## config.mk

```make
export PLATFORM = sky130hd
export DESIGN_NAME = pll_sweep_seq_flat
export DESIGN_NICKNAME = d
export VERILOG_FILES = /design/src/rtl/pll_sweep_if.sv /design/src/rtl/pll_sweep_seq.sv /design/src/flat_wrapper.sv
export SDC_FILE = /design/constraint.sdc
export NUM_CORES = 1
export LEC_CHECK = 0
export BUFFER_PORTS_ARGS = -buffer_cell sky130_fd_sc_hd__buf_4
export CORE_MARGIN = 2
export CORE_UTILIZATION = 58
export DETAILED_ROUTE_END_ITERATION = 10
export PLACE_DENSITY = 0.79
export SLEW_MARGIN = 10
export SYNTH_ARGS = -nofsm -noshare
export SYNTH_HDL_FRONTEND = slang
export SYNTH_SLANG_ARGS = --single-unit
export TNS_END_PERCENT = 5
```

## constraint.sdc

```tcl
create_clock -name CLK -period 3 [get_ports CLK]
set_input_delay 0.3 -clock CLK [delete_from_list [all_inputs] [get_ports CLK]]
set_output_delay 0.3 -clock CLK [all_outputs]
set_load 0.02 [all_outputs]
```

## src/rtl/pll_sweep_if.sv

```systemverilog
// Signal bundle between the BER-bench controller and the PLL sweep sequencer.
// The sequencer takes the slave side; the driving bench or controller takes the master side.
interface pll_sweep_if #(
  parameter int ECW = 16
);
  logic           START;
  logic [3:0]     ADDR_MIN;
  logic [3:0]     ADDR_MAX;
  logic           LOCK;
  logic           ERR;
  logic [3:0]     PLL_ADDR;
  logic           PLL_CHG;
  logic           BUSY;
  logic           MEAS;
  logic           RES_VLD;
  logic [3:0]     RES_ADDR;
  logic [ECW-1:0] RES_ERR;
  logic           RES_TO;
  logic           DONE;

  modport master (
    output START, ADDR_MIN, ADDR_MAX, LOCK, ERR,
    input  PLL_ADDR, PLL_CHG, BUSY, MEAS, RES_VLD, RES_ADDR, RES_ERR, RES_TO, DONE
  );

  modport slave (
    input  START, ADDR_MIN, ADDR_MAX, LOCK, ERR,
    output PLL_ADDR, PLL_CHG, BUSY, MEAS, RES_VLD, RES_ADDR, RES_ERR, RES_TO, DONE
  );
endinterface

```

## src/rtl/pll_sweep_seq.sv

```systemverilog
// Steps the PLL DRP address through a range and measures BER at each point.
// Optional macro PLL_SWEEP_LOOP_EN: restart the sweep at end when START is held.
module pll_sweep_seq #(
  parameter int HOLD_CYC   = 64,
  parameter int TO_CYC     = 65535,
  parameter int SETTLE_CYC = 1024,
  parameter int WIN_CYC    = 65535,
  parameter int ECW        = 16
) (
  input  logic        CLK,
  input  logic        RST,
  pll_sweep_if.slave  bus
);

  localparam int MAX_A   = (HOLD_CYC > TO_CYC) ? HOLD_CYC : TO_CYC;
  localparam int MAX_B   = (SETTLE_CYC > WIN_CYC) ? SETTLE_CYC : WIN_CYC;
  localparam int MAX_CYC = (MAX_A > MAX_B) ? MAX_A : MAX_B;
  localparam int CW      = (MAX_CYC > 1) ? $clog2(MAX_CYC) : 1;

  localparam logic [CW-1:0] HOLD_LAST   = CW'(HOLD_CYC - 1);
  localparam logic [CW-1:0] TO_LAST     = CW'(TO_CYC - 1);
  localparam logic [CW-1:0] SETTLE_LAST = CW'(SETTLE_CYC - 1);
  localparam logic [CW-1:0] WIN_LAST    = CW'(WIN_CYC - 1);

  localparam logic [2:0] S_IDLE   = 3'd0;
  localparam logic [2:0] S_CHG    = 3'd1;
  localparam logic [2:0] S_HOLD   = 3'd2;
  localparam logic [2:0] S_LOCKW  = 3'd3;
  localparam logic [2:0] S_SETTLE = 3'd4;
  localparam logic [2:0] S_MEASW  = 3'd5;
  localparam logic [2:0] S_REPORT = 3'd6;

  logic [2:0]     state_q, state_d;
  logic [CW-1:0]  cnt_q, cnt_d;
  logic [3:0]     cur_q, cur_d;
  logic [3:0]     min_q, min_d;
  logic [3:0]     max_q, max_d;
  logic [3:0]     pll_addr_q, pll_addr_d;
  logic [ECW-1:0] errcnt_q, errcnt_d;
  logic [3:0]     res_addr_q, res_addr_d;
  logic [ECW-1:0] res_err_q, res_err_d;
  logic           res_to_q, res_to_d;
  logic           lock_meta_q, lock_sync_q;
  logic           go_rep, rep_to, last_pt;

  // An inverted range still measures ADDR_MIN once, then ends.
  assign last_pt = (cur_q == max_q) || (min_q > max_q);

  // NOTE: every variable assigned here gets a default first so no latch is inferred.
  always_comb begin
    state_d    = state_q;
    cnt_d      = cnt_q;
    cur_d      = cur_q;
    min_d      = min_q;
    max_d      = max_q;
    pll_addr_d = pll_addr_q;
    errcnt_d   = errcnt_q;
    res_addr_d = res_addr_q;
    res_err_d  = res_err_q;
    res_to_d   = res_to_q;
    go_rep     = 1'b0;
    rep_to     = 1'b0;

    case (state_q)
      S_IDLE: begin
        if (bus.START) begin
          min_d      = bus.ADDR_MIN;
          max_d      = bus.ADDR_MAX;
          cur_d      = bus.ADDR_MIN;
          pll_addr_d = bus.ADDR_MIN;
          cnt_d      = '0;
          state_d    = S_CHG;
        end
      end
      S_CHG: begin
        cnt_d   = '0;
        state_d = S_HOLD;
      end
      S_HOLD: begin
        if (cnt_q == HOLD_LAST) begin
          cnt_d   = '0;
          state_d = S_LOCKW;
        end else begin
          cnt_d = cnt_q + CW'(1);
        end
      end
      S_LOCKW: begin
        if (lock_sync_q) begin
          cnt_d   = '0;
          state_d = S_SETTLE;
        end else if (cnt_q == TO_LAST) begin
          go_rep = 1'b1;
          rep_to = 1'b1;
        end else begin
          cnt_d = cnt_q + CW'(1);
        end
      end
      S_SETTLE: begin
        if (!lock_sync_q) begin
          go_rep = 1'b1;
          rep_to = 1'b1;
        end else if (cnt_q == SETTLE_LAST) begin
          cnt_d    = '0;
          errcnt_d = '0;
          state_d  = S_MEASW;
        end else begin
          cnt_d = cnt_q + CW'(1);
        end
      end
      S_MEASW: begin
        // Saturating count; the last window cycle's pulse is included via errcnt_d.
        if (bus.ERR && (errcnt_q != '1)) errcnt_d = errcnt_q + ECW'(1);
        if (!lock_sync_q) begin
          go_rep = 1'b1;
          rep_to = 1'b1;
        end else if (cnt_q == WIN_LAST) begin
          go_rep = 1'b1;
        end else begin
          cnt_d = cnt_q + CW'(1);
        end
      end
      S_REPORT: begin
        cnt_d = '0;
        if (last_pt) begin
`ifdef PLL_SWEEP_LOOP_EN
          if (bus.START) begin
            cur_d      = min_q;
            pll_addr_d = min_q;
            state_d    = S_CHG;
          end else begin
            state_d = S_IDLE;
          end
`else
          state_d = S_IDLE;
`endif
        end else begin
          cur_d      = cur_q + 4'd1;
          pll_addr_d = cur_q + 4'd1;
          state_d    = S_CHG;
        end
      end
      default: state_d = S_IDLE;
    endcase

    if (go_rep) begin
      cnt_d      = '0;
      res_addr_d = cur_q;
      res_err_d  = rep_to ? '1 : errcnt_d;
      res_to_d   = rep_to;
      state_d    = S_REPORT;
    end
  end

  // NOTE: sequential state uses non-blocking assignments so all flops update together.
  always_ff @(posedge CLK or posedge RST) begin
    if (RST) begin
      state_q     <= S_IDLE;
      cnt_q       <= '0;
      cur_q       <= '0;
      min_q       <= '0;
      max_q       <= '0;
      pll_addr_q  <= '0;
      errcnt_q    <= '0;
      res_addr_q  <= '0;
      res_err_q   <= '0;
      res_to_q    <= 1'b0;
      lock_meta_q <= 1'b0;
      lock_sync_q <= 1'b0;
    end else begin
      state_q     <= state_d;
      cnt_q       <= cnt_d;
      cur_q       <= cur_d;
      min_q       <= min_d;
      max_q       <= max_d;
      pll_addr_q  <= pll_addr_d;
      errcnt_q    <= errcnt_d;
      res_addr_q  <= res_addr_d;
      res_err_q   <= res_err_d;
      res_to_q    <= res_to_d;
      lock_meta_q <= bus.LOCK;
      lock_sync_q <= lock_meta_q;
    end
  end

  assign bus.PLL_ADDR = pll_addr_q;
  assign bus.PLL_CHG  = (state_q == S_CHG);
  assign bus.BUSY     = (state_q != S_IDLE);
  assign bus.MEAS     = (state_q == S_MEASW);
  assign bus.RES_VLD  = (state_q == S_REPORT);
  assign bus.RES_ADDR = res_addr_q;
  assign bus.RES_ERR  = res_err_q;
  assign bus.RES_TO   = res_to_q;
  assign bus.DONE     = (state_q == S_REPORT) && last_pt;

endmodule

```

## src/flat_wrapper.sv

```systemverilog
// flat-port wrapper written by rule: the top's interface ports become plain ports
module pll_sweep_seq_flat 
#(
  parameter int HOLD_CYC   = 64,
  parameter int TO_CYC     = 65535,
  parameter int SETTLE_CYC = 1024,
  parameter int WIN_CYC    = 65535,
  parameter int ECW        = 16
)
  (CLK, RST, bus_START, bus_ADDR_MIN, bus_ADDR_MAX, bus_LOCK, bus_ERR, bus_PLL_ADDR, bus_PLL_CHG, bus_BUSY, bus_MEAS, bus_RES_VLD, bus_RES_ADDR, bus_RES_ERR, bus_RES_TO, bus_DONE);
  pll_sweep_if #(.ECW(ECW)) bus_i ();
  input  logic CLK;
  input  logic RST;
  input wire logic [$bits(bus_i.START)-1:0] bus_START;
  input wire logic [$bits(bus_i.ADDR_MIN)-1:0] bus_ADDR_MIN;
  input wire logic [$bits(bus_i.ADDR_MAX)-1:0] bus_ADDR_MAX;
  input wire logic [$bits(bus_i.LOCK)-1:0] bus_LOCK;
  input wire logic [$bits(bus_i.ERR)-1:0] bus_ERR;
  output wire logic [$bits(bus_i.PLL_ADDR)-1:0] bus_PLL_ADDR;
  output wire logic [$bits(bus_i.PLL_CHG)-1:0] bus_PLL_CHG;
  output wire logic [$bits(bus_i.BUSY)-1:0] bus_BUSY;
  output wire logic [$bits(bus_i.MEAS)-1:0] bus_MEAS;
  output wire logic [$bits(bus_i.RES_VLD)-1:0] bus_RES_VLD;
  output wire logic [$bits(bus_i.RES_ADDR)-1:0] bus_RES_ADDR;
  output wire logic [$bits(bus_i.RES_ERR)-1:0] bus_RES_ERR;
  output wire logic [$bits(bus_i.RES_TO)-1:0] bus_RES_TO;
  output wire logic [$bits(bus_i.DONE)-1:0] bus_DONE;
  assign bus_i.START = bus_START;
  assign bus_i.ADDR_MIN = bus_ADDR_MIN;
  assign bus_i.ADDR_MAX = bus_ADDR_MAX;
  assign bus_i.LOCK = bus_LOCK;
  assign bus_i.ERR = bus_ERR;
  assign bus_PLL_ADDR = bus_i.PLL_ADDR;
  assign bus_PLL_CHG = bus_i.PLL_CHG;
  assign bus_BUSY = bus_i.BUSY;
  assign bus_MEAS = bus_i.MEAS;
  assign bus_RES_VLD = bus_i.RES_VLD;
  assign bus_RES_ADDR = bus_i.RES_ADDR;
  assign bus_RES_ERR = bus_i.RES_ERR;
  assign bus_RES_TO = bus_i.RES_TO;
  assign bus_DONE = bus_i.DONE;
  pll_sweep_seq #(.HOLD_CYC(HOLD_CYC), .TO_CYC(TO_CYC), .SETTLE_CYC(SETTLE_CYC), .WIN_CYC(WIN_CYC), .ECW(ECW)) u_core (.CLK(CLK), .RST(RST), .bus(bus_i));
endmodule
```

==> metrics list <==
* Status: completed
* Data required time of the critical path: around 3.3 ns
- Total via count in the routed design: 3305
- Final net count: roughly 480
- First drt pass iteration count: 7
- In this run the tightest slew margin relative to its limit is 45.8%.
* Total CTS buffers: 9
* H-tree levels: 3
* Placement Cell Area: ~4200 sq um
- The first routing iteration left roughly 230 violations.
- Synthesized cell area: 3770 sq um
- DR vias/cell: between 6 and 7
- Number of distinct standard cells referenced by the synthesized netlist: 47
- First-pass GRT wire length: between 10000 and 15000 um
- Buffers inserted by post-CTS timing repair: 0
- Combinational cell fraction of total power: roughly 2.2%
- Remaining Overflow, GRT: 0
- Post-Synthesis Net Count: between 400 and 500
- FMAX: around 400 MHz
- Number of warning messages in the yosys log: 0
* Fin Clk Skew: between 0.007 and 0.008 ns
- CTS tree: yes
- In this run the tool buffered the top-level ports with 42 buffer cells.
- GRT Resource Usage Total: between 20% and 30%
- In this run the vertical extent of the chip is ~85 um.
- Synthesized-area fraction occupied by ao, oa, aoi and oai cells: approximately 22%
* Via count of the first global-routing pass: 3152
* Max clock buf depth: 2
- With fillers left out, the area of the finished cells amounts to 4360 sq um.
- Slew at the pin closest to its max-slew limit: about 0.81 ns
- Clock-pin slew on the worst setup and hold paths: approximately 0.070 ns
* Source-to-sink clock delay at the later pin of the worst-skew pair: between 0.3 and 0.4 ns
* Setup violators final: 0
- The worst hold path belongs to the class primary input to register.
- Along the worst path, the maximum fanout reaches 25.
- The synthesized netlist devotes approximately 1.2% of its cell area to XOR and XNOR gates.
* Hold Buf Count CTS: 0
* Max-slew violation count: 0
- After Yosys synthesis, full adders, half adders and majority gates account for under 10% of the synthesized area.
* Mux share of post-synthesis cell area: about 1.2%
* ANT nets after route: 0
* Switching power of the nets: between 300 and 400 uW
- Primary flip-flop cell chosen by synthesis mapping: sky130_fd_sc_hd__dfrtp_1
* Dominant combinational cell family by area after synthesis: simple AND/OR/NAND/NOR gates
- Entering global routing, the biggest net connects 37 pins.
- Total Wirelength: approximately 8500 um
- Number of sinks on the clock net: 70
- Internal power consumption: 1360 uW
- Detailed placement ended at an HPWL of just over 6000 um.
* Core Rows: 29
* Critical Path Sink Type: register
- In this run the standard cell core region covers ~6300 sq um.
* Routed len/inst: ~16 um
- In the final layout, the share of cells above drive strength 1 is between 10% and 20%.
- The tool flagged a number of max-cap violations equal to 0.
- RSZ-0062 raised after global routing: no
* Die W: around 85 um
* Sequential Power Share: between 50% and 60%
- Dividing the final minimum period by the clock period gives 83.9%.
- Layout Utilization: 69.1%
- For this design the top-level I/O count stands at 43.
- Routability-driven placement finished with a final weighted congestion of between 0.9 and 1.
* Multi-input gate area in the final layout: roughly 1900 sq um
- The critical path is of the register to register type.
* Fraction of power consumed by the clock network: between 40 and 50%
- WP data arrival: 2.78 ns
- The worst path needs between 2 and 3 ns of the cycle, external delays included.
- Power density relative to cell area: 403 nW/um^2
- Counting the fill cells in the layout gives slightly above 500.
- Post-CTS resize count: 0
* DRC violations left: 0
- Effective utilization at floorplan: between 50 and 60%
- Cell at the root of the clock tree: sky130_fd_sc_hd__clkbuf_8
- Syn Inst Count: roughly 400
* Launching element type of the critical path: register
- Registers take 1750 sq um.
- Synth async-reset ratio: between 90% and 100%
* Post-synth EDFFs: 0
- Area enclosed by the die boundary: approximately 7200 sq um
- Average size of a mapped cell: ~9 sq um
- Net switching is between 20% and 30% of the power.
- After synthesis the netlist holds a flip-flop and latch count of 70.
- Number of hold-slack violations in the final timing report: 0
- Counting instances, the worst hold path has a depth of 1.
- VDD sags by at most approximately 0.0003 V.
- Final setup TNS: 0 ns
- Count of cells along the worst register-to-register path: 8
* Total inserted antenna cells: 0
- Share of synthesized area occupied by flip-flops and latches: about 46%
- The analysis attributes to cell leakage a power of ~0.002 uW.
- Simple-gate area share of the yosys netlist: 22.6%
- The initial antenna violation count is 0.
* Area grow syn2layout: 15.7%
==> per-layer routing <==
layer | vias to the layer above | global-route usage, % | part of all wire (%)
li1 | 1616 | - | -
met1 | 1558 | 31.2 | 43
met2 | 116 | 41.3 | 50
met3 | 15 | 4.72 | 5.3
met4 | 0 | 10.4 | 1.6
met5 | - | 0 | 0
==> flip-flops by register name, summed over array words and instances (netlist names) <==
register and flops:
u_core.errcnt_q 16, u_core.max_q 4, u_core.bus.RES_ADDR 4, u_core.lock_meta_q 1, u_core.min_q 4, u_core.bus.RES_ERR 16, u_core.bus.PLL_ADDR 4, u_core.lock_sync_q 1
u_core.cnt_q 16, u_core.bus.RES_TO 1, u_core.state_q 3
==> metrics by stage <==
stage	cells	hold slack (ns)	worst slack, ns	power (uW)
after floorplan	409	0.331	0.735	983
after global placement	520	0.333	0.571	1010
after detailed placement	520	0.337	0.482	1010
after CTS	536	0.0503	0.468	1770
after global routing	536	0.0455	0.304	1810
final	536	0.0569	0.482	1760
==> Yosys cell counts (2+ instances only) <==
| master | n | area share (%) |
|---|---|---|
| sky130_fd_sc_hd__dfrtp_1 | 70 | 46 |
| sky130_fd_sc_hd__nand2_1 | 48 | 4.8 |
| sky130_fd_sc_hd__o21ai_0 | 35 | 4.6 |
| sky130_fd_sc_hd__nor2_1 | 27 | 2.7 |
| sky130_fd_sc_hd__o22a_1 | 21 | 4.9 |
| sky130_fd_sc_hd__nand3_1 | 20 | 2.7 |
| sky130_fd_sc_hd__a21oi_1 | 18 | 2.4 |
| sky130_fd_sc_hd__inv_1 | 17 | 1.7 |
| sky130_fd_sc_hd__nor3_1 | 15 | 2.0 |
| sky130_fd_sc_hd__nand4_1 | 12 | 2.0 |
| sky130_fd_sc_hd__nor4_1 | 12 | 2.0 |
| sky130_fd_sc_hd__clkbuf_1 | 10 | 1.0 |
| sky130_fd_sc_hd__a21o_1 | 8 | 1.6 |
| sky130_fd_sc_hd__ha_1 | 8 | 2.7 |
| sky130_fd_sc_hd__a31oi_1 | 7 | 1.2 |
| sky130_fd_sc_hd__and2_1 | 6 | 1.0 |
| sky130_fd_sc_hd__o31ai_1 | 6 | 1.2 |
| sky130_fd_sc_hd__and3_1 | 5 | 0.83 |
| sky130_fd_sc_hd__and4_1 | 5 | 1.2 |
| sky130_fd_sc_hd__o21ai_1 | 5 | 0.66 |
| sky130_fd_sc_hd__xor2_1 | 5 | 1.2 |
| sky130_fd_sc_hd__a41oi_1 | 4 | 0.93 |
| sky130_fd_sc_hd__mux2_2 | 4 | 1.2 |
| sky130_fd_sc_hd__nand2b_1 | 4 | 0.66 |
| sky130_fd_sc_hd__o21a_1 | 4 | 0.80 |
| sky130_fd_sc_hd__a211o_1 | 3 | 0.70 |
| sky130_fd_sc_hd__buf_2 | 3 | 0.40 |
| sky130_fd_sc_hd__o211ai_1 | 3 | 0.60 |
| sky130_fd_sc_hd__a211oi_1 | 2 | 0.40 |
| sky130_fd_sc_hd__buf_6 | 2 | 0.60 |
| sky130_fd_sc_hd__nor2b_1 | 2 | 0.33 |
| sky130_fd_sc_hd__nor3b_1 | 2 | 0.40 |
| sky130_fd_sc_hd__or3_1 | 2 | 0.33 |
==> critical path, cell delays in order (launching register included) <==
cell	delay, ns
sky130_fd_sc_hd__dfrtp_1	0.44
sky130_fd_sc_hd__ha_1	0.28
sky130_fd_sc_hd__or3b_2	0.26
sky130_fd_sc_hd__nor3_1	0.05
sky130_fd_sc_hd__a2111oi_1	0.66
sky130_fd_sc_hd__o31ai_4	0.07
sky130_fd_sc_hd__buf_4	0.23
sky130_fd_sc_hd__or3_1	0.36
sky130_fd_sc_hd__o211ai_1	0.08
==> power by group through the flow <==
stage	logic [uW]	clock network, uW	registers [uW]
2_1_floorplan	19.7	0	963
3_3_place_gp	41.2	0	965
4_1_cts	41.1	785	946
5_1_grt	45.7	820	947
3_5_place_dp	41.0	0	965
6_report	39.6	773	947
==> cell type report <==
cell class	instances	area share [%]
clock buffer	11	3.24
multi-input combinational	306	43.0
tap	77	2.21
clock inverter	5	1.35
inverter	17	1.46
timing repair buffer	50	8.60
sequential	70	40.1
==> path summary, 6_finish.rpt <==
path	startpoint	to	slack (ns)
min in group asynchronous	RST	u_core.bus.RES_ERR[15]$_DFFE_PP0N_	0.07
min reg2reg	u_core.lock_meta_q$_DFF_PP0_	u_core.lock_sync_q$_DFF_PP0_	0.35
max	u_core.cnt_q[0]$_DFFE_PP0P_	u_core.cnt_q[15]$_DFFE_PP0P_	0.48
min	bus_LOCK	u_core.lock_meta_q$_DFF_PP0_	0.06
max in group asynchronous	RST	u_core.min_q[2]$_DFFE_PP0P_	2.20
max reg2reg	u_core.cnt_q[0]$_DFFE_PP0P_	u_core.cnt_q[15]$_DFFE_PP0P_	0.48
==> cells in the final DEF (no fill, tap or decap), types with 3 or more instances in the layout <==
cell type / instances
sky130_fd_sc_hd__a211o_1: 3
sky130_fd_sc_hd__a21o_1: 8
sky130_fd_sc_hd__a21oi_1: 18
sky130_fd_sc_hd__a31oi_1: 7
sky130_fd_sc_hd__a41oi_1: 4
sky130_fd_sc_hd__and2_1: 6
sky130_fd_sc_hd__and3_1: 5
sky130_fd_sc_hd__and4_1: 5
sky130_fd_sc_hd__buf_4: 50
sky130_fd_sc_hd__clkbuf_8: 10
sky130_fd_sc_hd__dfrtp_1: 70
sky130_fd_sc_hd__ha_1: 8
sky130_fd_sc_hd__inv_1: 16
sky130_fd_sc_hd__mux2_2: 4
sky130_fd_sc_hd__nand2_1: 48
sky130_fd_sc_hd__nand2b_1: 4
sky130_fd_sc_hd__nand3_1: 20
sky130_fd_sc_hd__nand4_1: 12
sky130_fd_sc_hd__nor2_1: 27
sky130_fd_sc_hd__nor3_1: 15
sky130_fd_sc_hd__nor4_1: 12
sky130_fd_sc_hd__o211ai_1: 3
sky130_fd_sc_hd__o21a_1: 4
sky130_fd_sc_hd__o21ai_0: 34
sky130_fd_sc_hd__o21ai_1: 6
sky130_fd_sc_hd__o22a_1: 21
sky130_fd_sc_hd__o31ai_1: 6
sky130_fd_sc_hd__xor2_1: 5
==> cells by family (layout without fill, tap and decap cells) <==
logic type	Yosys count	count (layout)
AOI/OAI and AO/OA	123	123
xor gates and xnor gates	5	5
adders and majority gates	8	8
buffers and inverters	33	83
DFF	70	70
muxes	4	4
and+or+nand+nor	166	166
Note: power is estimated with default switching activity, not from simulation.
